==> config.mk <==
export PLATFORM = sky130hd
export DESIGN_NAME = fetch_unit
export DESIGN_NICKNAME = d
export VERILOG_FILES = /design/src/rtl/cpu_pkg.sv /design/src/rtl/fetch_fifo.sv /design/src/rtl/fetch_unit.sv
export SDC_FILE = /design/constraint.sdc
export NUM_CORES = 1
export LEC_CHECK = 0
export CORE_MARGIN = 1.5
export CORE_UTILIZATION = 51
export DETAILED_ROUTE_END_ITERATION = 8
export PLACE_DENSITY = 0.8
export SYNTH_ARGS = -nofsm -noshare
export SYNTH_HDL_FRONTEND = slang
export SYNTH_SLANG_ARGS = --single-unit
==> constraint.sdc <==
create_clock -name clk -period 3.65 [get_ports clk]
set_clock_uncertainty 0.1 [all_clocks]
set_input_delay 0.73 -clock clk [delete_from_list [all_inputs] [get_ports clk]]
set_output_delay 0.73 -clock clk [all_outputs]
set_load 0.02 [all_outputs]
==> src/rtl/cpu_pkg.sv <==
// ---------------------------------------------------------------------------
// cpu_pkg
// Shared types and constants for the instruction fetch slice.
//   fetch_state_e : fetch FSM state encoding (IDLE, FETCH, FULL)
//   FIFO_DEPTH    : number of entries in the fetch buffer
//   FIFO_CNT_W    : width of an occupancy count able to hold 0..FIFO_DEPTH
// ---------------------------------------------------------------------------
package cpu_pkg;

    typedef enum logic [1:0] {
        IDLE  = 2'd0,
        FETCH = 2'd1,
        FULL  = 2'd2
    } fetch_state_e;

    localparam int unsigned FIFO_DEPTH = 2;
    localparam int unsigned FIFO_CNT_W = $clog2(FIFO_DEPTH + 1);

endpackage

==> src/rtl/fetch_fifo.sv <==
// ---------------------------------------------------------------------------
// fetch_fifo
// Two-entry {instr, pc} buffer. The head entry lives in its own register, so
// head_instr/head_pc are direct flop outputs.
// Ports:
//   clk, rst               : clock, synchronous active-high reset
//   flush                  : drop all entries (overrides push/pop)
//   push, push_instr/pc    : write one entry
//   pop                    : remove the head entry
//   head_instr, head_pc    : current head entry
//   full, empty            : occupancy flags
// ---------------------------------------------------------------------------
module fetch_fifo
    import cpu_pkg::*;
#(
    parameter int unsigned ADDR_W = 8,
    parameter int unsigned DATA_W = 32
)
(
    input  logic              clk,
    input  logic              rst,
    input  logic              flush,
    input  logic              push,
    input  logic [DATA_W-1:0] push_instr,
    input  logic [ADDR_W-1:0] push_pc,
    input  logic              pop,
    output logic [DATA_W-1:0] head_instr,
    output logic [ADDR_W-1:0] head_pc,
    output logic              full,
    output logic              empty
);

    logic [FIFO_CNT_W-1:0] count_q, count_d;
    logic [DATA_W-1:0]     head_instr_q, head_instr_d;
    logic [ADDR_W-1:0]     head_pc_q, head_pc_d;
    logic [DATA_W-1:0]     tail_instr_q, tail_instr_d;
    logic [ADDR_W-1:0]     tail_pc_q, tail_pc_d;
    logic                  eff_pop;
    logic                  eff_push;

    assign full  = (count_q == FIFO_CNT_W'(FIFO_DEPTH));
    assign empty = (count_q == '0);

    // A pop on empty is ignored; a push when full is only taken alongside a pop.
    assign eff_pop  = pop && !empty;
    assign eff_push = push && (!full || eff_pop);

    always_comb begin
        count_d      = count_q;
        head_instr_d = head_instr_q;
        head_pc_d    = head_pc_q;
        tail_instr_d = tail_instr_q;
        tail_pc_d    = tail_pc_q;

        if (flush) begin
            count_d = '0;
        end else if (eff_push && eff_pop) begin
            if (count_q == FIFO_CNT_W'(1)) begin
                head_instr_d = push_instr;
                head_pc_d    = push_pc;
            end else begin
                head_instr_d = tail_instr_q;
                head_pc_d    = tail_pc_q;
                tail_instr_d = push_instr;
                tail_pc_d    = push_pc;
            end
        end else if (eff_pop) begin
            head_instr_d = tail_instr_q;
            head_pc_d    = tail_pc_q;
            count_d      = count_q - FIFO_CNT_W'(1);
        end else if (eff_push) begin
            if (empty) begin
                head_instr_d = push_instr;
                head_pc_d    = push_pc;
            end else begin
                tail_instr_d = push_instr;
                tail_pc_d    = push_pc;
            end
            count_d = count_q + FIFO_CNT_W'(1);
        end
    end

    always_ff @(posedge clk) begin
        if (rst) begin
            count_q      <= '0;
            head_instr_q <= '0;
            head_pc_q    <= '0;
            tail_instr_q <= '0;
            tail_pc_q    <= '0;
        end else begin
            count_q      <= count_d;
            head_instr_q <= head_instr_d;
            head_pc_q    <= head_pc_d;
            tail_instr_q <= tail_instr_d;
            tail_pc_q    <= tail_pc_d;
        end
    end

    assign head_instr = head_instr_q;
    assign head_pc    = head_pc_q;

endmodule

==> src/rtl/fetch_unit.sv <==
// ---------------------------------------------------------------------------
// fetch_unit
// Sequential instruction fetcher in front of a 1-cycle-latency instruction
// RAM, feeding decode through a 2-entry buffer (fetch_fifo).
// Ports:
//   clk, rst                 : clock, synchronous active-high reset
//   mem_addr, mem_we, mem_rd : RAM request (mem_we tied low)
//   mem_dout                 : RAM read data, one cycle after the request edge
//   instr, instr_pc          : buffer head, with instr_valid
//   instr_ready              : decode accepts the head this cycle
//   redir_valid, redir_pc    : flush and restart fetching at redir_pc
//   stall_cnt                : cycles with instr_valid && !instr_ready,
//                              saturating; present only when the macro
//                              FETCH_PERF_CNT_EN is defined
// ---------------------------------------------------------------------------
module fetch_unit
    import cpu_pkg::*;
#(
    parameter int unsigned ADDR_W   = 8,
    parameter int unsigned DATA_W   = 32,
    parameter int unsigned RESET_PC = 0
)
(
    input  logic              clk,
    input  logic              rst,
    output logic [ADDR_W-1:0] mem_addr,
    output logic              mem_we,
    output logic              mem_rd,
    input  logic [DATA_W-1:0] mem_dout,
    output logic [DATA_W-1:0] instr,
    output logic [ADDR_W-1:0] instr_pc,
    output logic              instr_valid,
    input  logic              instr_ready,
    input  logic              redir_valid,
    input  logic [ADDR_W-1:0] redir_pc
`ifdef FETCH_PERF_CNT_EN
    ,
    output logic [31:0]       stall_cnt
`endif
);

    localparam logic [ADDR_W-1:0] RESET_ADDR = ADDR_W'(RESET_PC);

    fetch_state_e      state_q, state_d;
    logic [ADDR_W-1:0] pc_q, pc_d;
    logic              inflight_q, inflight_d;
    logic [ADDR_W-1:0] inflight_pc_q, inflight_pc_d;

    logic              fifo_full;
    logic              fifo_empty;
    logic              push;
    logic              pop;
    logic [1:0]        occ;
    logic [1:0]        credit;
    logic [1:0]        next_total;

    assign mem_we      = 1'b0;
    assign instr_valid = !fifo_empty;
    assign pop         = instr_valid && instr_ready;
    // A response arriving in a redirect cycle belongs to the old stream.
    assign push        = inflight_q && !redir_valid;

    fetch_fifo #(
        .ADDR_W (ADDR_W),
        .DATA_W (DATA_W)
    ) u_fifo (
        .clk        (clk),
        .rst        (rst),
        .flush      (redir_valid),
        .push       (push),
        .push_instr (mem_dout),
        .push_pc    (inflight_pc_q),
        .pop        (pop),
        .head_instr (instr),
        .head_pc    (instr_pc),
        .full       (fifo_full),
        .empty      (fifo_empty)
    );

    always_comb begin
        occ        = fifo_full ? 2'd2 : (fifo_empty ? 2'd0 : 2'd1);
        // The head leaving this cycle frees a slot, so a request can still
        // issue at buffer+in-flight = 2; this keeps one transfer per cycle.
        credit     = occ + 2'(inflight_q) - 2'(pop);

        mem_rd     = 1'b0;
        mem_addr   = pc_q;
        state_d    = state_q;

        if (rst) begin
            mem_addr = RESET_ADDR;
        end else if (redir_valid) begin
            mem_rd   = 1'b1;
            mem_addr = redir_pc;
        end else if (state_q != IDLE) begin
            mem_rd   = (credit < 2'd2);
        end

        next_total = (redir_valid ? 2'd0 : credit) + 2'(mem_rd);

        pc_d          = mem_rd ? (mem_addr + ADDR_W'(1)) : pc_q;
        inflight_d    = mem_rd;
        inflight_pc_d = mem_addr;

        unique case (state_q)
            IDLE:    state_d = FETCH;
            FETCH:   if (!redir_valid && next_total == 2'd2) state_d = FULL;
            FULL:    if (redir_valid || pop) state_d = FETCH;
            default: state_d = IDLE;
        endcase
    end

    always_ff @(posedge clk) begin
        if (rst) begin
            state_q       <= IDLE;
            pc_q          <= RESET_ADDR;
            inflight_q    <= 1'b0;
            inflight_pc_q <= '0;
        end else begin
            state_q       <= state_d;
            pc_q          <= pc_d;
            inflight_q    <= inflight_d;
            inflight_pc_q <= inflight_pc_d;
        end
    end

`ifdef FETCH_PERF_CNT_EN
    logic [31:0] stall_cnt_q, stall_cnt_d;

    always_comb begin
        stall_cnt_d = stall_cnt_q;
        if (instr_valid && !instr_ready && (stall_cnt_q != '1)) begin
            stall_cnt_d = stall_cnt_q + 32'd1;
        end
    end

    always_ff @(posedge clk) begin
        if (rst) begin
            stall_cnt_q <= '0;
        end else begin
            stall_cnt_q <= stall_cnt_d;
        end
    end

    assign stall_cnt = stall_cnt_q;
`endif

endmodule

==> reports/qor_table.md <==
| Quantity | This run |
|---|---|
| Level count of the clock H-tree | 3 |
| Number of flops mapped to enable cells by yosys | 0 |
| Vias in the first global route | 3518 |
| VDD IR max | 0.2079 mV |
| I/O pin count | 95 |
| Dominant cell by count in the synthesized netlist | dfxtp_1 |
| CP max-delay cell | dfxtp_1 |
| Placer Congestion | 0.8307 |
| CP top delay family | adder cells |
| Worst slew pin tran | 593.0 ps |
| Post-detailed-route count of antenna-violating nets | 0 |
| Kind of critical path | register to output pin |
| Detailed Route WL | 9.154 mm |
| Initial drt markers | 84 |
| Drt wl/cell | 13.38 um |
| Pin count of the biggest net entering global routing | 81 |
| Clock root cell | clkbuf_8 |
| TritonCTS clock tree | done |
| TritonCTS Sinks | 101 |
| Maximum fanout encountered on the critical timing path | 7 |
| Number of pins exceeding their max-slew limit in the final report | 0 |
| Layout fillers | 683 |
| Max Buffers Root-to-Sink | 2 |
| Fin crit period | 3382 ps |
| Status | complete, no violations |
| Fraction of the yosys area taken by sequential cells | 45.95% |
| Reg2Reg Capture Point | state_q[0] |
| Top cell type by total area after synthesis | dfxtp_1 |
| Arrival time of the worst setup path | 2550 ps |
| Mapped Nets | 544 |
| Top layer used by detailed routing | met4 |
| Fraction of registers with async set/reset | 0% |
| Floorplan Core Area | 0.008299 sq mm |
| Overall overflow remaining after global route | 0 |
| Number of maximum-capacitance violations | 0 |
| Worst reg2reg startpoint | u_fifo.count_q[0] |
| List of cells traversed by the critical path | inv_1 -> ha_1 -> or2_2 -> ha_1 -> inv_1 -> ha_1 -> xnor3_1 -> a21oi_1 -> nor2_1 -> clkbuf_2 |
| Post-CTS setup repair buffer count | 0 |
| Cell seen most often among critical-path stages | ha_1 |
| Worst endpoint required time | 2820 ps |
| Cells after synthesis | 492 |
| Count of nets after finishing | 626 |
| Unrepaired setup endpoints after global routing | no |
| Proportion of netlist area held by the largest area contributor | 45.95% |
| Antenna violations before repair | 0 |
| Average via count per standard cell | 5.173 |
| Beginning of the critical path | u_fifo.count_q[0] |
| Effective utilization at floorplan | 53.02% |
| Insertion delay to the later sink of the worst-skew pair | 350 ps |
| Count of buffer and inverter cells on the critical path | 3 |
| Post-route fraction of the period consumed by the critical path | 92.65% |
| Post-synth top cells | dfxtp_1, nand2_1, nor2_1 |
| Total DRC errors in the routed layout | 0 |
| Die Outline Area | 0.009195 sq mm |
| Final count of negative-setup-slack endpoints | 0 |
| Post-synthesis instance area | 0.004400 sq mm |
| Last element of the critical path | mem_rd |
| Type of the worst min-delay path | register to register |
| Proportion of layout cells with a drive suffix above 1 | 9.499% |
| Clock buffer count from CTS | 9 |
| DP Wirelength | 6.315 mm |
| Die Y | 95.89 um |
| Instance count on the critical path | 10 |
| Mapped Avg Cell Area | 8.944 sq um |
| R2R setup slack | 570 ps |
| Top achievable clock speed | 295.7 MHz |
| Routed length on met2 | 4.616 mm |
| Synth-to-layout area growth | 27.67% |
| Number of placed instances with taps included | 668 |
| Final hold violation count | 0 |
| Power density over the cells | 432.4 mW/mm^2 |
| First-pass GRT wire length | 15.37 mm |
| IO Port Bufs | 93 |
| Worst slew margin relative to its limit | 60.47% |
| Number of cell rows | 33 |
| Ranking of synthesized cells by area | dfxtp_1, mux2i_1, nand2_1 |
| Horizontal extent of the die | 95.89 um |
| Number of search-and-repair iterations in the first detailed-routing pass | 4 |
| Total leakage power | 2.272 nW |
| Non-filler instance count after layout | 684 |
| Worst hold slack | 356.3 ps |
| CP Capture Type | output pin |
| Count of state elements after synthesis | 101 |
| Antenna fix cells | 0 |
| Ys flop type | dfxtp_1 |
| Kind of start point of the critical path | register |
| Vias after detailed routing | 3538 |
| Cell count of the worst reg-to-reg path | 14 |
| Reg clk slew, reported paths | 90 ps |
| Global routing usage summed across all routing layers | 21.09% |
| Yosys cell types | 46 |
| Biggest cell delay along the critical path | 380 ps |
| Synth warnings | 0 |
| Routed wire length on met3 | 371 um |
| Post-route met1 wirelength | 4.129 mm |
-- placed cells by master (no fill, tap or decap), types with 2 or more instances in the layout --
cell type	instances
buf_4	15
mux2i_1	47
o21ai_0	3
buf_12	2
nor3_1	2
xnor2_1	5
inv_1	10
a211oi_1	41
nor2_1	63
nand2b_1	2
mux2_2	2
a21o_1	2
clkinv_2	2
a311oi_2	2
nand2_1	87
clkdlybuf4s50_1	91
or2_2	2
nand3_1	2
ha_1	8
nand3b_1	3
clkbuf_8	11
dfxtp_1	101
a21oi_1	44
a211oi_2	5
nand4b_1	2
-- timing repair --
action | 4_1_cts | 5_1_grt
resized for setup | 1 | 2
setup endpoints to repair | 1 | 1
pin swaps | 0 | 0
endpoints found under the hold margin | 0 | 0
hold buffers | 0 | 0
-- flip-flops by register name, indices dropped and copies added, names as in the netlist --
| signal | count |
|---|---|
| inflight_pc_q | 8 |
| inflight_q | 1 |
| pc_q | 8 |
| state_q | 2 |
| u_fifo.count_q | 2 |
| u_fifo.head_instr | 32 |
| u_fifo.head_pc | 8 |
| u_fifo.tail_instr_q | 32 |
| u_fifo.tail_pc_q | 8 |
-- worst min path at each step --
stage	start	endpoint	slack, ps	depth (start not counted)
4_1_cts	inflight_pc_q[0]	u_fifo.tail_pc_q[0]	360	2
3_5_place_dp	u_fifo.tail_instr_q[11]	u_fifo.tail_instr_q[11]	350	2
6_report	u_fifo.tail_instr_q[26]	u_fifo.tail_instr_q[26]	360	2
3_3_place_gp	inflight_pc_q[6]	u_fifo.tail_pc_q[6]	340	2
2_1_floorplan	inflight_pc_q[0]	u_fifo.tail_pc_q[0]	330	2
5_1_grt	u_fifo.tail_pc_q[4]	u_fifo.tail_pc_q[4]	380	2
-- stage by stage --
stage | util (%) | TNS, ps | instance area, sq um | total power, mW | setup WS [ps]
2_1_floorplan | - | 0 | 4400 | 1.528 | 660.2
3_3_place_gp | 65.23 | -19.57 | 5414 | 1.723 | -19.57
3_5_place_dp | 65.23 | -61.58 | 5414 | 1.736 | -61.58
4_1_cts | 67.74 | 0 | 5622 | 2.457 | 71.30
5_1_grt | 67.69 | 0 | 5618 | 2.549 | 51.89
6_report | 67.69 | 0 | 5618 | 2.429 | 268.2
-- cells by family (layout without fill, tap and decap cells) --
| logic type | after synthesis | in the layout | synth area share (%) |
|---|---|---|---|
| AND/OR/NAND/NOR | 172 | 172 | 16.66 |
| AO/OA/AOI/OAI | 106 | 106 | 16.72 |
| flip-flops | 101 | 101 | 45.95 |
| multiplexers | 49 | 49 | 11.20 |
| buffers and inverters | 49 | 136 | 5.601 |
| adder cells (fa/ha/maj) | 8 | 8 | 2.275 |
| XOR/XNOR | 6 | 6 | 1.507 |
| other | 1 | 1 | 0.08522 |
-- where the power goes --
part / internal [mW] / switching [mW] / total (mW)
registers: 1.17 / 0.0380 / 1.21
logic: 0.242 / 0.257 / 0.499
clock network: 0.356 / 0.368 / 0.724
total: 1.77 / 0.663 / 2.43
-- final cells by class --
| class | count | area (sq um) | area share, % |
|---|---|---|---|
| Multi-Input combinational cell | 342 | 2146 | 38.20 |
| Sequential cell | 101 | 2022 | 35.99 |
| Timing Repair Buffer | 109 | 1069 | 19.02 |
| Clock buffer | 11 | 151.4 | 2.695 |
| Tap cell | 105 | 131.4 | 2.339 |
| Clock inverter | 5 | 57.56 | 1.024 |
| Inverter | 11 | 41.29 | 0.7350 |
-- metal layers --
metal | vias up | global-route usage (%)
met5 | - | 0
met1 | 1612 | 24.56
met4 | 0 | 7.721
met2 | 69 | 38.38
met3 | 2 | 3.633
li1 | 1855 | -
-- tightest hold or removal path, delay by kind of cell, from the launching register on --
| kind | cells | cell delay [ps] |
|---|---|---|
| AND/OR/NAND/NOR | 1 | 50 |
| AO/OA/AOI/OAI | 1 | 50 |
| flip-flops | 1 | 320 |
Power figures use the tool's default switching activity.
